### config.mk
export PLATFORM = sky130hd
export DESIGN_NAME = guess_sequencer
export DESIGN_NICKNAME = d
export VERILOG_FILES = /design/src/rtl/guess_sequencer.sv
export SDC_FILE = /design/constraint.sdc
export NUM_CORES = 1
export LEC_CHECK = 0
export ABC_AREA = 1
export BUFFER_PORTS_ARGS = -buffer_cell sky130_fd_sc_hd__clkbuf_2
export CAP_MARGIN = 20
export CORE_ASPECT_RATIO = 0.9
export CORE_MARGIN = 4
export CORE_UTILIZATION = 55
export CTS_BUF_LIST = sky130_fd_sc_hd__clkbuf_4 sky130_fd_sc_hd__clkbuf_8
export CTS_CLUSTER_SIZE = 40
export DETAILED_ROUTE_END_ITERATION = 6
export PLACE_DENSITY_LB_ADDON = 0.12
export SYNTH_ARGS = -nofsm -noshare
export SYNTH_HDL_FRONTEND = slang
export SYNTH_SLANG_ARGS = --single-unit
export TNS_END_PERCENT = 10
### constraint.sdc
create_clock -name clk -period 3.76 [get_ports clk]
set_clock_uncertainty 0.15 [all_clocks]
set_input_delay 0.188 -clock clk [delete_from_list [all_inputs] [get_ports clk]]
set_output_delay 0.188 -clock clk [all_outputs]
set_load 0.02 [all_outputs]
### src/rtl/guess_sequencer.sv
// Hangman front end: loads the secret word, then validates, de-duplicates
// and issues player guesses to the engine over the game_rdy handshake.
module guess_sequencer #(
  parameter int WORD_LEN    = 5,
  parameter int RDY_TIMEOUT = 255
) (
  input  logic                  clk,
  input  logic                  nRst,
  input  logic [7:0]            host_byte,
  input  logic                  host_valid,
  input  logic [7:0]            player_byte,
  input  logic                  player_valid,
  input  logic                  new_game,
  input  logic                  game_rdy,
  input  logic                  red,
  input  logic                  green,
  output logic [8*WORD_LEN-1:0] set_word,
  output logic [7:0]            guess,
  output logic                  toggle_state,
  output logic                  player_ready,
  output logic                  reject,
  output logic                  dup,
  output logic                  timeout_err,
  output logic                  game_over,
  output logic [2:0]            phase
);

  typedef enum logic [2:0] {
    LOAD     = 3'd0,
    IDLE     = 3'd1,
    ISSUE    = 3'd2,
    WAIT_RDY = 3'd3,
    DONE     = 3'd4
  } state_t;

  localparam int TW = $clog2(RDY_TIMEOUT + 1);
  localparam int IW = (WORD_LEN > 1) ? $clog2(WORD_LEN) : 1;

  state_t                state, state_n;
  logic [8*WORD_LEN-1:0] word_n;
  logic [7:0]            guess_n;
  logic [25:0]           mask, mask_n;
  logic [IW-1:0]         idx, idx_n;
  logic [TW-1:0]         timer, timer_n;
  logic                  first, first_n;
  logic                  tog_n, rej_n, dup_n, to_n;

  function automatic logic is_ltr(input logic [7:0] b);
    return (b >= 8'h41 && b <= 8'h5A) || (b >= 8'h61 && b <= 8'h7A);
  endfunction

  function automatic logic [7:0] to_up(input logic [7:0] b);
    return (b >= 8'h61) ? b - 8'h20 : b;
  endfunction

  logic [7:0] h_up, p_up, p_off, g_off;
  logic [4:0] p_bit, g_bit;

  assign h_up  = to_up(host_byte);
  assign p_up  = to_up(player_byte);
  assign p_off = p_up - 8'h41;
  assign g_off = guess - 8'h41;
  assign p_bit = p_off[4:0];
  assign g_bit = g_off[4:0];
  assign phase = state;

  always_ff @(posedge clk) begin
    if (!nRst) begin
      state        <= LOAD;
      set_word     <= '0;
      guess        <= '0;
      mask         <= '0;
      idx          <= '0;
      timer        <= '0;
      first        <= 1'b1;
      toggle_state <= 1'b0;
      player_ready <= 1'b0;
      reject       <= 1'b0;
      dup          <= 1'b0;
      timeout_err  <= 1'b0;
      game_over    <= 1'b0;
    end else begin
      state        <= state_n;
      set_word     <= word_n;
      guess        <= guess_n;
      mask         <= mask_n;
      idx          <= idx_n;
      timer        <= timer_n;
      first        <= first_n;
      toggle_state <= tog_n;
      player_ready <= (state_n == IDLE);
      reject       <= rej_n;
      dup          <= dup_n;
      timeout_err  <= to_n;
      game_over    <= (state_n == DONE);
    end
  end

  always_comb begin
    state_n = state;
    word_n  = set_word;
    guess_n = guess;
    mask_n  = mask;
    idx_n   = idx;
    timer_n = timer;
    first_n = first;
    tog_n   = 1'b0;
    rej_n   = 1'b0;
    dup_n   = 1'b0;
    to_n    = 1'b0;
    if (new_game) begin
      state_n = LOAD;
      mask_n  = '0;
      idx_n   = '0;
      word_n  = '0;
      first_n = 1'b1;
    end else begin
      unique case (state)
        LOAD: begin
          if (host_valid && is_ltr(host_byte)) begin
            word_n = {set_word[8*WORD_LEN-9:0], h_up};
            if (idx == IW'(WORD_LEN - 1)) begin
              idx_n   = '0;
              state_n = IDLE;
            end else begin
              idx_n = idx + IW'(1);
            end
          end else if (host_valid) begin
            rej_n = 1'b1;
          end
        end
        IDLE: begin
          if (green || red) begin
            state_n = DONE;
          end else if (player_valid) begin
            if (!is_ltr(player_byte)) begin
              rej_n = 1'b1;
            end else if (mask[p_bit]) begin
              dup_n = 1'b1;
            end else begin
              guess_n       = p_up;
              mask_n[p_bit] = 1'b1;
              timer_n       = '0;
              state_n       = ISSUE;
              tog_n         = first;
              first_n       = 1'b0;
            end
          end
        end
        ISSUE, WAIT_RDY: begin
          if (state == WAIT_RDY && (green || red)) begin
            state_n = DONE;
          end else if (state == ISSUE && !game_rdy) begin
            state_n = WAIT_RDY;
            timer_n = '0;
          end else if (state == WAIT_RDY && game_rdy) begin
            state_n = IDLE;
          end else begin
            // abandoning an issue frees the letter so the player may retry it
            if (timer == TW'(RDY_TIMEOUT - 1)) begin
              to_n          = 1'b1;
              mask_n[g_bit] = 1'b0;
              state_n       = IDLE;
            end
            if (timer != TW'(RDY_TIMEOUT)) timer_n = timer + TW'(1);
          end
        end
        DONE: ;
        default: state_n = LOAD;
      endcase
    end
  end

endmodule
# [Yosys cells after proc, flatten, opt, wreduce, memory -nomap -nowiden]
# Cells that the tools add are included.
# Widths: inputs -> output; s select.
[totals] output_inout_bits=57 regBits=95 wordCells=134
[classes] addsub=6 bitwise=11 n_reduce_logical=26 muxes=47 magnitude_cmp=12 eq_ne=19
[op_table] cell="$mux 26" n=8
[op_table] cell="$mux 8" n=10
[op_table] cell="$pmux 26 s2" n=1
[op_table] cell="$mux 3" n=12
[op_table] cell="$ge 8x7->1 const B" n=4
[op_table] cell="$le 8x7->1 const B" n=4
[op_table] cell="$and 26x26->26" n=1
[op_table] cell="$not 26->26" n=1
[op_table] cell="$or 26x26->26" n=1
[op_table] cell="$reduce_and 9->1" n=2
[op_table] cell="$ne 2x2->1 const B" n=8
[op_table] cell="$pmux 8 s2" n=1
[op_table] cell="$sub 8x6->8 const B" n=2
[op_table] cell="$lt 5x6->1 const B" n=2
[op_table] cell="$pmux 3 s4" n=1
[op_table] cell="$reduce_or 6->1" n=2
[op_table] cell="$demux 1 s5" n=2
[op_table] cell="$ge 5x1->1 const B" n=2
[op_table] cell="$logic_and 1x1->1" n=10
[op_table] cell="$mux 1" n=10
[op_table] cell="$sub 5x1->5 const B" n=2
[op_table] cell="$eq 3x3->1 const B" n=3
[op_table] cell="$add 8x1->8 const B" n=1
[op_table] cell="$eq 8x8->1 const B" n=1
[op_table] cell="other kinds (17)" n=30

# [Longest topological paths before layout]
[depth] depth_word=13 ltp_mapped=19

# [Least setup slack after synthesis]
# OpenSTA, ideal clock, no wires.
[synth_timing] path_kind="input port to flip-flop" start="input player_byte[0]" end="register mask[10]" stages=16 path_slack_ps=1429 t_arrival_ps=2111 cell_sequence="buf_2 -> inv_2 -> buf_4 -> ha_1 -> clkbuf_1 -> inv_1 -> nand3_1 -> nand3_1 -> nand3_1 -> nand2_1 -> nand2_1 -> nand3_4 -> nand3_4 -> buf_4 -> nand2_1 -> a21oi_1"
[synth_between] elab_chain_cells=13 elab_cells_between_ends=26
[synth_lines] item="from (decl)" line="11" text="input logic [7:0] player_byte,"
[synth_lines] item="$sub 8x6->8 or $ge 8x7->1 (tied branches)" line="53, 49"
[synth_lines] item="$mux 8" line="53" text="return (b >= 8'h61) ? b - 8'h20 : b;"
[synth_lines] item="$sub 5x1->5" line="61" text="assign p_off = p_up - 8'h41;"
[synth_lines] item="$lt 5x6->1 (implied by the code) or $ge 5x1->1 (tied branches)" line="142" text="mask_n[p_bit] = 1'b1;"
[synth_lines] item="$logic_and 1x1->1 (implied by the code)" line="142"
[synth_lines] item="$mux 1 (implied by the code)" line="142"
[synth_lines] item="$demux 1 s5" line="142"
[synth_lines] item="$or 26x26->26 (no line)"
[synth_lines] item="$mux 26" line="138" text="end else if (mask[p_bit]) begin"
[synth_lines] item="$mux 26" line="136" text="if (!is_ltr(player_byte)) begin"
[synth_lines] item="$mux 26" line="135" text="end else if (player_valid) begin"
[synth_lines] item="$mux 26" line="133" text="if (green || red) begin"
[synth_lines] item="$pmux 26 s2" line="118" text="unique case (state)"
[synth_lines] item="to (signal assigned)" line="86" text="mask <= mask_n;"
[synth_lines] item="to (decl)" line="42" text="logic [25:0] mask, mask_n;"
# Several ways; a longest one is shown, not always the timed one. The select of a mux whose other input is x is not followed.
# A chain may end at the register's enable or synchronous reset.

# [Final worst setup path]
[layout_timing] start="input player_byte[1]" end="register mask[7]"
# The elaborated chain is that of the path after synthesis.

==> results.ini <==
[synth]
yosys_most_used_dff = dfxtp_1
syn-num-nets = 880
synthCells = 842
synth_xor_area_share_pct = 0.966
synthSimpleGateAreaFrac_pct = 41.9
synth_top_area_cell = dfxtp_1
yosysTopAreaCellShare_pct = 35.0
yosysSeqAreaShare_pct = 35.0
syn_area_um2 = 5440
yosysMostFrequentCell = nand2_1
syn_area_per_cell_um2 = 6.46
ys_ff_latch = 95
synth_compound_area_share_pct = 10.0
synthMuxAreaShare_pct = 0
synthArstFlopShare_pct = 0
yosys.area_share.adder_pct = 3.22
synth_common_cells = nand2_1 (279), dfxtp_1 (95), a21oi_1 (86)
synth_edf_count = 0
ys_warn_count = 0
synth.distinct_cells = 36
synthTopCellsByArea = dfxtp_1 (35%), nand2_1 (19%), nand4_1 (8.6%), a21oi_1 (7.9%), nand3_1 (6.6%)
synth_top_family_by_area = simple AND/OR/NAND/NOR gates

[finish]
fin_util_pct = 63.8
area_growth_pct = 13.2
n_antenna_cell = 0
finish.net_count = 943
multi_input_area_um2 = 3050
final_cell_area_um2 = 6160
drive_gt1_share_pct = 13.8
fillers = 888
register_area_um2 = 1900

[floorplan]
die_area_um2 = 11600
die_h_um = 102
initial_core_util_pct = 56.3
std_cell_rows = 34
design.portCount = 81
core_area_um2 = 9660
die_w_um = 113

[critical_path]
rrSetupSlack_ns = 1.14
critPathKind = input pin to flop
arrival_ns = 3.12
worst_path_most_repeated_cell = nand2_1
reg2reg_to = mask[7]
crit_required_ns = 3.83
worstSetupStartpointType = input pin
critPathLaunch = player_byte[1]
worstPathCellList = dlygate4sd3_1 > clkbuf_2 > inv_1 > ha_1 > nor2_1 > inv_1 > nand2_1 > nand3_1 > nand3_1 > nand2_1 > nand2_1 > nand3_4 > nand3_4 > nand2_1 > a21oi_1
crit_slowest_cell = dlygate4sd3_1
endpoint_kind = flop
r2r_start = phase[1]
crit_end = mask[7]
critPathMaxFanout = 26
cpPeakStageDelay_ns = 0.53
ff2ff_path_depth = 10

[pwr]
powerDensity_nw_per_um2 = 306
p_switching_uw = 486
p_clk_share_pct = 37.6
ir_drop_uv = 287
pwr-share-comb_pct = 9.0
pwr-share-seq_pct = 53.5
intPower_uw = 1400
swShare_pct = 25.8
p_leak_uw = 0.00261

[routing]
ant_nets = 0
top_layer = met4
vias = 5882
drt-total-wl_um = 15200
first_pass_iters = 5
met3WireLength_um = 1080
m1WireLength_um = 6630
wl_per_cell_um = 14.6
drc = 0
drt_iter0_markers = 534
via_per_inst = 5.68
dr_wl_met2_um = 7230

[clock_network]
cts-root-buf = clkbuf_8
cts_buffer_depth = 2
clock-sinks = 95
htreeDepth = 3
cts_resized = 0
clock_latency_ns = 0.37
post_cts_buffers = 0
cts_hold_buf = 11
cts.reportedPaths.clkPinSlew_ns = 0.09
tritoncts = built
cts_buffers = 9

[grt]
grt_max_degree = 48
grt-ovfl-total = 0
grt.total_usage_pct = 26.3
grt_pass1_vias = 5381
grt_pass1_wl_um = 25200
antenna_found_initial = 0

[timing]
fin_tns_setup_ns = 0
drv_slew = 0
fin_crit_sh_pct = 81.0
rsz0062_at_grt = false
hold_slack_ns = 0.0163
period_minus_slack_ns = 3.04
slew_headroom_pct = 32.2
max_freq_mhz = 329
worst_slack_ns = 0.716
tightestPinTransition_ns = 1.02
setup_viol_count_final = 0
hold_violations = 0

[min_path]
hp-class = input pin to flop

[placed_design]
portBuffers = 80
place_ws_ns = 0.595
place_congestion = 1.03
hpwl_um = 10800
place_area_um2 = 5840

[run_status]
status = completed

[job]
cap_violations = 0

-- worst min-delay path by stage --
stage	endpoint	slack, ns	cells past startpoint	from
2_1_floorplan	game_over	0.12	1	new_game
3_3_place_gp	guess[5]	0.28	2	guess[5]
3_5_place_dp	guess[5]	0.29	2	guess[5]
4_1_cts	reject	0.006	5	host_valid
5_1_grt	reject	0.05	5	host_valid
6_report	reject	0.02	5	host_valid
-- worst max-delay path, delay by kind of cell --
family                   cells  cell delay, ns
adder cells (fa/ha/maj)      1            0.32
AO/OA/AOI/OAI                1            0.07
buffers and inverters        4            0.91
AND/OR/NAND/NOR              9            1.59
-- registers in the layout, summed over array words and instances, names as in the netlist --
name / count
dup: 1
first: 1
game_over: 1
guess: 8
idx: 3
mask: 26
phase: 3
player_ready: 1
reject: 1
set_word: 40
timeout_err: 1
timer: 8
toggle_state: 1
-- placed cells by master (no fill, tap or decap), drive strengths merged, types with 2 or more instances in the layout --
master         n
a21oi         86
buf            6
clkbuf        92
clkinv         2
clkinvlp       2
dfxtp         95
dlygate4sd3   11
ha            14
inv           76
nand2        282
nand3         76
nand4         75
nor2          52
nor3          14
o211ai         2
o21ai          8
o22ai          2
o311ai         2
xor2           5
-- logic make-up after synthesis --
kind of cell / after synthesis
xor gates and xnor gates: 6
DFF: 95
buffers and inverters: 122
AOI/OAI and AO/OA: 103
adders and majority gates: 14
and+or+nand+nor: 502
-- per-stage QoR --
stage               total power, uW  instances
finish                         1890       1036
global route                   1960       1036
CTS                            1900       1036
detailed placement             1190       1009
global placement               1180       1009
floorplan                      1140        842
-- area by class of cell --
type                    count  share of cell area, %
clock buffers              12                   2.48
flip-flops and latches     95                   30.9
repair buffers             97                   9.02
inverters                  77                   4.69
multi-input cells         625                   49.5
well taps                 126                   2.56
clock inverters             4                  0.873
-- metal layers --
| metal | track usage [%] | vias up |
|---|---|---|
| met4 | 9.33 | 0 |
| met1 | 34.4 | 2703 |
| met2 | 43.4 | 227 |
| li1 | - | 2920 |
| met5 | 0 | - |
| met3 | 5.45 | 32 |
-- power by group through the flow --
stage	Sequential [uW]	Combinational [uW]	Clock (uW)
after global placement	1030	151	0
after floorplan	1030	108	0
final	1010	169	709
after detailed placement	1030	156	0
after global routing	1010	188	763
after CTS	1010	165	725
Power figures use the tool's default switching activity.
